--- src/rtl/dbg_bvci_txn_tracker.sv ---
// ----------------------------------------------------------------------------
// dbg_bvci_txn_tracker
//
// Purpose:
//   Single-outstanding BVCI transaction tracker. It sits between the debug
//   JTAG command buffer (upstream) and the debug module's BVCI target port
//   (downstream). The buffer's one-cycle command pulse is captured and held
//   on the target port until it is accepted. The tracker then waits for the
//   target response and holds it upstream until it is acknowledged. Only one
//   transaction is in flight at a time. A command pulse that arrives while a
//   transaction is in flight is dropped and flagged.
//
// Optional feature (compile-time macro DBG_TRK_WATCHDOG_EN):
//   When defined, a watchdog counts cycles spent in CMD/WAIT. On reaching
//   TMO_CYCLES it synthesizes an error response (rdata=0, reop=1, rerr=1),
//   so the upstream stall always releases. If the target had already
//   accepted the command, its late response is absorbed in FLUSH after the
//   error response has been acknowledged. When the macro is undefined, CMD
//   and WAIT wait indefinitely, FLUSH does not exist and trk_tmo is 0.
//
// Parameters:
//   TMO_CYCLES      watchdog limit in clk cycles (2..65535), default 1024
//
// Ports:
//   clk, rst_a      clock, asynchronous active-high reset
//   up_dbg_*        command in / response out, buffer side
//   dm_dbg_*        command out / response in, target side
//   trk_drop        one-cycle pulse: command arrived while busy
//   trk_tmo         one-cycle pulse: watchdog fired
// ----------------------------------------------------------------------------
module dbg_bvci_txn_tracker #(
    parameter int TMO_CYCLES = 1024
) (
    input  logic        clk,
    input  logic        rst_a,

    input  logic [31:0] up_dbg_address,
    input  logic [3:0]  up_dbg_be,
    input  logic [1:0]  up_dbg_cmd,
    input  logic [31:0] up_dbg_wdata,
    input  logic        up_dbg_eop,
    input  logic        up_dbg_cmdval,
    input  logic        up_dbg_rspack,
    output logic        up_dbg_rspval,
    output logic [31:0] up_dbg_rdata,
    output logic        up_dbg_reop,
    output logic        up_dbg_rerr,

    output logic [31:0] dm_dbg_address,
    output logic [3:0]  dm_dbg_be,
    output logic [1:0]  dm_dbg_cmd,
    output logic [31:0] dm_dbg_wdata,
    output logic        dm_dbg_eop,
    output logic        dm_dbg_cmdval,
    input  logic        dm_dbg_cmdack,
    input  logic        dm_dbg_rspval,
    input  logic [31:0] dm_dbg_rdata,
    input  logic        dm_dbg_reop,
    input  logic        dm_dbg_rerr,
    output logic        dm_dbg_rspack,

    output logic        trk_drop,
    output logic        trk_tmo
);

    // The limit is only meaningful in the watchdog build, but an out-of-range
    // value is rejected in every build so a bad configuration is caught early.
    if (TMO_CYCLES < 2 || TMO_CYCLES > 65535) begin : g_tmo_range_check
        $error("dbg_bvci_txn_tracker: TMO_CYCLES must be in 2..65535");
    end

    typedef enum logic [2:0] {
        ST_IDLE,
        ST_CMD,
        ST_WAIT,
        ST_RSP
`ifdef DBG_TRK_WATCHDOG_EN
        , ST_FLUSH
`endif
    } state_t;

    state_t state_q;
    state_t state_d;

    logic cmd_capture;
    logic rsp_capture;
    logic tmo_fire;
    logic tmo_hit;

`ifdef DBG_TRK_WATCHDOG_EN
    localparam int CNT_W = $clog2(TMO_CYCLES + 1);
    localparam logic [CNT_W-1:0] CNT_LAST = CNT_W'(TMO_CYCLES - 1);
    localparam logic [CNT_W-1:0] CNT_MAX  = CNT_W'(TMO_CYCLES);

    logic [CNT_W-1:0] tmo_cnt_q;
    logic             orphan_q;
    logic             trk_tmo_q;

    // The watchdog fires in the cycle whose increment would bring the count
    // to TMO_CYCLES. Using >= instead of == keeps it armed after an ack that
    // won the race at the limit, so WAIT can never stall forever.
    assign tmo_hit = ((state_q == ST_CMD) || (state_q == ST_WAIT))
                     && (tmo_cnt_q >= CNT_LAST);

    // Cycle counter: cleared as the command is captured, counts while the
    // transaction is pending on the target, saturates at the limit.
    always_ff @(posedge clk or posedge rst_a) begin
        if (rst_a) begin
            tmo_cnt_q <= '0;
        end else if (cmd_capture) begin
            tmo_cnt_q <= '0;
        end else if (((state_q == ST_CMD) || (state_q == ST_WAIT))
                     && (tmo_cnt_q != CNT_MAX)) begin
            tmo_cnt_q <= tmo_cnt_q + 1'b1;
        end
    end

    // Orphan flag: the target owns an accepted command whose response is
    // still outstanding, so it must be drained in FLUSH after the error
    // response. A timeout in CMD leaves nothing to drain.
    always_ff @(posedge clk or posedge rst_a) begin
        if (rst_a) begin
            orphan_q  <= 1'b0;
            trk_tmo_q <= 1'b0;
        end else begin
            trk_tmo_q <= tmo_fire;
            if (tmo_fire && (state_q == ST_WAIT)) begin
                orphan_q <= 1'b1;
            end else if ((state_q == ST_RSP) && up_dbg_rspack) begin
                orphan_q <= 1'b0;
            end
        end
    end

    assign trk_tmo = trk_tmo_q;
`else
    assign tmo_hit = 1'b0;
    assign trk_tmo = 1'b0;
`endif

    // State register.
    always_ff @(posedge clk or posedge rst_a) begin
        if (rst_a) begin
            state_q <= ST_IDLE;
        end else begin
            state_q <= state_d;
        end
    end

    // Next-state logic. Target handshakes are checked before the watchdog so
    // an ack or response in the limit cycle wins over the timeout.
    always_comb begin
        state_d     = state_q;
        cmd_capture = 1'b0;
        rsp_capture = 1'b0;
        tmo_fire    = 1'b0;
        case (state_q)
            ST_IDLE: begin
                if (up_dbg_cmdval) begin
                    cmd_capture = 1'b1;
                    state_d     = ST_CMD;
                end
            end
            ST_CMD: begin
                if (dm_dbg_cmdack) begin
                    state_d = ST_WAIT;
                end else if (tmo_hit) begin
                    tmo_fire = 1'b1;
                    state_d  = ST_RSP;
                end
            end
            ST_WAIT: begin
                if (dm_dbg_rspval) begin
                    rsp_capture = 1'b1;
                    state_d     = ST_RSP;
                end else if (tmo_hit) begin
                    tmo_fire = 1'b1;
                    state_d  = ST_RSP;
                end
            end
            ST_RSP: begin
                if (up_dbg_rspack) begin
`ifdef DBG_TRK_WATCHDOG_EN
                    state_d = orphan_q ? ST_FLUSH : ST_IDLE;
`else
                    state_d = ST_IDLE;
`endif
                end
            end
`ifdef DBG_TRK_WATCHDOG_EN
            ST_FLUSH: begin
                if (dm_dbg_rspval && dm_dbg_reop) begin
                    state_d = ST_IDLE;
                end
            end
`endif
            default: begin
                state_d = ST_IDLE;
            end
        endcase
    end

    // Registered outputs. Handshake outputs are decoded from the next state
    // so they line up with the state register and have no combinational
    // path from any input. Command and response fields load only on capture
    // so they stay stable while presented.
    always_ff @(posedge clk or posedge rst_a) begin
        if (rst_a) begin
            dm_dbg_address <= '0;
            dm_dbg_be      <= '0;
            dm_dbg_cmd     <= '0;
            dm_dbg_wdata   <= '0;
            dm_dbg_eop     <= 1'b0;
            dm_dbg_cmdval  <= 1'b0;
            dm_dbg_rspack  <= 1'b0;
            up_dbg_rspval  <= 1'b0;
            up_dbg_rdata   <= '0;
            up_dbg_reop    <= 1'b0;
            up_dbg_rerr    <= 1'b0;
            trk_drop       <= 1'b0;
        end else begin
            if (cmd_capture) begin
                dm_dbg_address <= up_dbg_address;
                dm_dbg_be      <= up_dbg_be;
                dm_dbg_cmd     <= up_dbg_cmd;
                dm_dbg_wdata   <= up_dbg_wdata;
                dm_dbg_eop     <= up_dbg_eop;
            end

            if (rsp_capture) begin
                up_dbg_rdata <= dm_dbg_rdata;
                up_dbg_reop  <= dm_dbg_reop;
                up_dbg_rerr  <= dm_dbg_rerr;
            end else if (tmo_fire) begin
                up_dbg_rdata <= 32'h0;
                up_dbg_reop  <= 1'b1;
                up_dbg_rerr  <= 1'b1;
            end

            dm_dbg_cmdval <= (state_d == ST_CMD);
`ifdef DBG_TRK_WATCHDOG_EN
            dm_dbg_rspack <= (state_d == ST_WAIT) || (state_d == ST_FLUSH);
`else
            dm_dbg_rspack <= (state_d == ST_WAIT);
`endif
            up_dbg_rspval <= (state_d == ST_RSP);
            trk_drop      <= up_dbg_cmdval && (state_q != ST_IDLE);
        end
    end

endmodule
--- config.mk ---
export PLATFORM = sky130hd
export DESIGN_NAME = dbg_bvci_txn_tracker
export DESIGN_NICKNAME = d
export VERILOG_FILES = /design/src/rtl/dbg_bvci_txn_tracker.sv
export SDC_FILE = /design/constraint.sdc
export NUM_CORES = 1
export LEC_CHECK = 0
export BUFFER_PORTS_ARGS = -buffer_cell sky130_fd_sc_hd__buf_2
export CELL_PAD_IN_SITES_DETAIL_PLACEMENT = 0
export CELL_PAD_IN_SITES_GLOBAL_PLACEMENT = 1
export CORE_AREA = 10 10 121 123
export DETAILED_ROUTE_END_ITERATION = 12
export DIE_AREA = 0 0 131 133
export PLACE_DENSITY = 0.89
export SLEW_MARGIN = 30
export SYNTH_ARGS = -nofsm -noshare
export SYNTH_HDL_FRONTEND = slang
export SYNTH_SLANG_ARGS = --single-unit
--- constraint.sdc ---
create_clock -name clk -period 5.1 [get_ports clk]
set_input_delay 1.02 -clock clk [delete_from_list [all_inputs] [get_ports clk]]
set_output_delay 1.02 -clock clk [all_outputs]
set_load 0.02 [all_outputs]
==> results.md <==
- Share of post-route cells with drive strength above 1: approximately 71%
- Initial Util: approximately a third
- Setup Fix Bufs, Post-CTS: 0
- Fraction of the mapped netlist area in adder cells: 0%
- Xor/xnor cell area share of the yosys netlist: 0%
- Reg2reg start: state_q[0]$_DFF_PP0_
- Area after DPL: between 5000 and 6000 µm²
- Met1 WL: about 4.2 mm
- Relative slew margins: between 30 and 40%
- Internal power: around 1.9 mW
- Clock sinks: 112
- Post-synth top area share: 66.3%
- Post-DRT Antenna Nets: 0
- Syn avg cell area: roughly 17 µm²
- Sequential power share: between 40% and 50%
- DR vias: roughly 2900
- Post-synth cell types: 18
- Flop2flop setup slack: 2650 ps
- Yosys reg bits: around 110
- Hold Path Depth: 1
- Met2 wire length: between 5 and 6 mm
- FF-to-FF path depth: 4
- Warnings, synthesis: 0
- Core ar.: about 12000 µm²
- Area leader, netlist: dfrtp_1
- DP Wirelength: between 8 and 9 mm
- Synth area leaders: dfrtp_1 (66%), mux2_2 (26%), buf_6 (1.9%)
- Filler cells: approximately 1100
- Final slew viol count: 0
- Iter 0 DRT Violations: 81
- Max-Cap Viols: 0
- Die Wd: 131 µm
- Setup violators final: 0
- H-tree lvl count: 3
- Port bufs: around 220
- Routed wire length: ~11 mm
- Crit path DAT: 2890 ps
- Final clock skew: roughly 5.7 ps
- Total gr overflow: 0
- Hold Crit Class: flip-flop to flip-flop
- Vias in the first global route: 3254
- Fmax: ~370 MHz
- Row count: approximately 40
- Commonest non-fill, non-tap cells in the layout: buf_2 (219), dfrtp_1 (112), mux2_2 (99)
- Residual DRC: 0
- Mapped cell area: ~4200 µm²
- Seq/Total Area, Yosys: 66.3%
- Period minus WS final: 2670 ps
- Met3 WL post-DR: 1.40 mm
- Die area: around 17000 µm²
- Hold path endpoint: dm_dbg_wdata[20]$_DFFE_PP0P_
- Nature of the critical path endpoint: flip-flop
- GP Congestion: between 0.7 and 0.8
- Final #Nets: 581
- Setup_tns: 0 ps
- Final Hold Violating Endpoints: 0
- # hold bufs at CTS: 0
- CP Launch Type: input port
- Worst Tran Pin Value: between 900 and 1000 ps
- Routed WL per cell: approximately 17 µm
- Net Sw Power: ~0.96 mW
- Fraction of the mapped netlist area in compound gates: less than 1%
- Gate count after technology mapping: about 250
- Commonest non-fill, non-tap cell in the layout: buf_2
- Area Overhead vs Synth: 35.6%
- Largest net degree at the start of global routing: 73
- Clock Tree Root: clkbuf_16
- Top Layer Used: met4
- Reg2reg end: dm_dbg_address[3]$_DFFE_PP0P_
- TritonCTS buffer count: 9
- First-pass GRT wire length: about 17 mm
- Outcome: finished, final reports clean
- RSZ-0062 raised after global routing: false
- Sw Ratio: between 30 and 40%
- PD cells: 497 nW/µm²
- Leak: roughly 2.8 nW
- Post_cts resized: 0
- Die Span Y: about 130 µm
- Post-Synth Simple-Gate Area: 2.25%
- CTS tree: yes
- Peak supply drop: around 0.00025 V
- Combinational power share: 32.3%
- Clk network pwr share: 23.7%
- CP Max Fanout: between 50 and 60
- Crit share post-route: 52.4%
- CTS clk-pin slew, worst paths: 60 ps
- Critical path type: input port to flip-flop
- Multiplexer share of the synthesized area: around 28%
- First-pass DRT Iterations: 3
- Clock Latency Late Sink: roughly 340 ps
- Crit path required time: approximately 5300 ps
- Total GRT Usage: 12.3%
- Clock Tree Buf Depth: 2
- Vias per inst: between 4 and 5
- Hold wc startpoint: dm_dbg_wdata[20]$_DFFE_PP0P_
- Initial antenna violation count: 1
- Final instance area: 5730 µm²
- Largest family of logic cells by synthesized area: multiplexers
- I/O pins: roughly 220
[worst max-delay path, stage by stage]
cell	delay [ps]
buf_2	120
nand2b_4	70
nor3_4	520
buf_4	660
mux2_2	420
[kinds of logic (layout without fill, tap and decap cells)]
| logic type | count (synthesis) | after routing |
|---|---|---|
| AND/OR/NAND/NOR | 13 | 13 |
| flip-flops | 112 | 112 |
| other | 1 | 3 |
| buffers and inverters | 12 | 236 |
| AO/OA/AOI/OAI | 5 | 5 |
| multiplexers | 105 | 105 |
[power groups by stage]
stage | Combinational (mW) | Sequential (mW) | Clock, mW
2_1_floorplan | 0.261 | 1.57 | 0
3_3_place_gp | 0.925 | 1.25 | 0
3_5_place_dp | 0.941 | 1.27 | 0
4_1_cts | 0.940 | 1.26 | 0.703
5_1_grt | 0.979 | 1.29 | 0.735
6_report | 0.919 | 1.25 | 0.676
[metal layers]
metal / vias up / GRT usage (%)
li1: 1303 / -
met1: 1404 / 13.0
met2: 137 / 20.6
met3: 8 / 6.47
met4: 0 / 3.89
met5: - / 0
[Yosys cell counts]
cell type	number
dfrtp_1	112
mux2_2	99
buf_6	7
mux2_1	6
buf_4	4
nand2b_1	4
a21oi_1	3
nand2_1	3
a211oi_1	1
conb_1	1
inv_1	1
nand2b_4	1
nand3b_1	1
nor2_1	1
nor2_4	1
nor3_4	1
o31a_1	1
or2_2	1
[area by class of cell]
class / instances / area (µm²) / area share (%)
diodes: 1 / 2.50 / 0.0436
multi-input cells: 125 / 1320 / 23.0
flip-flops and latches: 112 / 2800 / 48.9
well taps: 172 / 215 / 3.75
repair buffers: 221 / 1110 / 19.4
inverters: 1 / 8.76 / 0.153
clock buffers: 11 / 233 / 4.06
clock inverters: 3 / 45.0 / 0.786
[flip-flops by register name (all words and copies together), names as in the netlist, 2 cells and up]
register / cells
state_q: 3
up_dbg_rdata: 32
dm_dbg_address: 32
dm_dbg_cmd: 2
dm_dbg_be: 4
dm_dbg_wdata: 32
[worst max path at each step]
stage,from,to,slack (ps),cells after the start
after floorplan,rst_a,dm_dbg_address[0]$_DFFE_PP0P_,1120,1
after global placement,up_dbg_cmdval,dm_dbg_wdata[21]$_DFFE_PP0P_,2100,5
after detailed placement,up_dbg_cmdval,dm_dbg_address[3]$_DFFE_PP0P_,2030,5
after CTS,up_dbg_cmdval,dm_dbg_address[3]$_DFFE_PP0P_,2400,5
after global routing,up_dbg_cmdval,dm_dbg_address[3]$_DFFE_PP0P_,2310,5
final,up_dbg_cmdval,dm_dbg_address[3]$_DFFE_PP0P_,2430,5
[stage by stage]
step                setup slack (ps)  util [%]  total power [mW]  hold slack, ps  cells
detailed placement              2030      44.1              2.21             471    631
global route                    2310      46.4              3.00             498    645
finish                          2430      46.4              2.85             481    646
CTS                             2400      46.3              2.90             487    645
floorplan                       1120         -              1.83             520    249
global placement                2100      44.1              2.18             465    631
(Power assumes the default switching activity.)
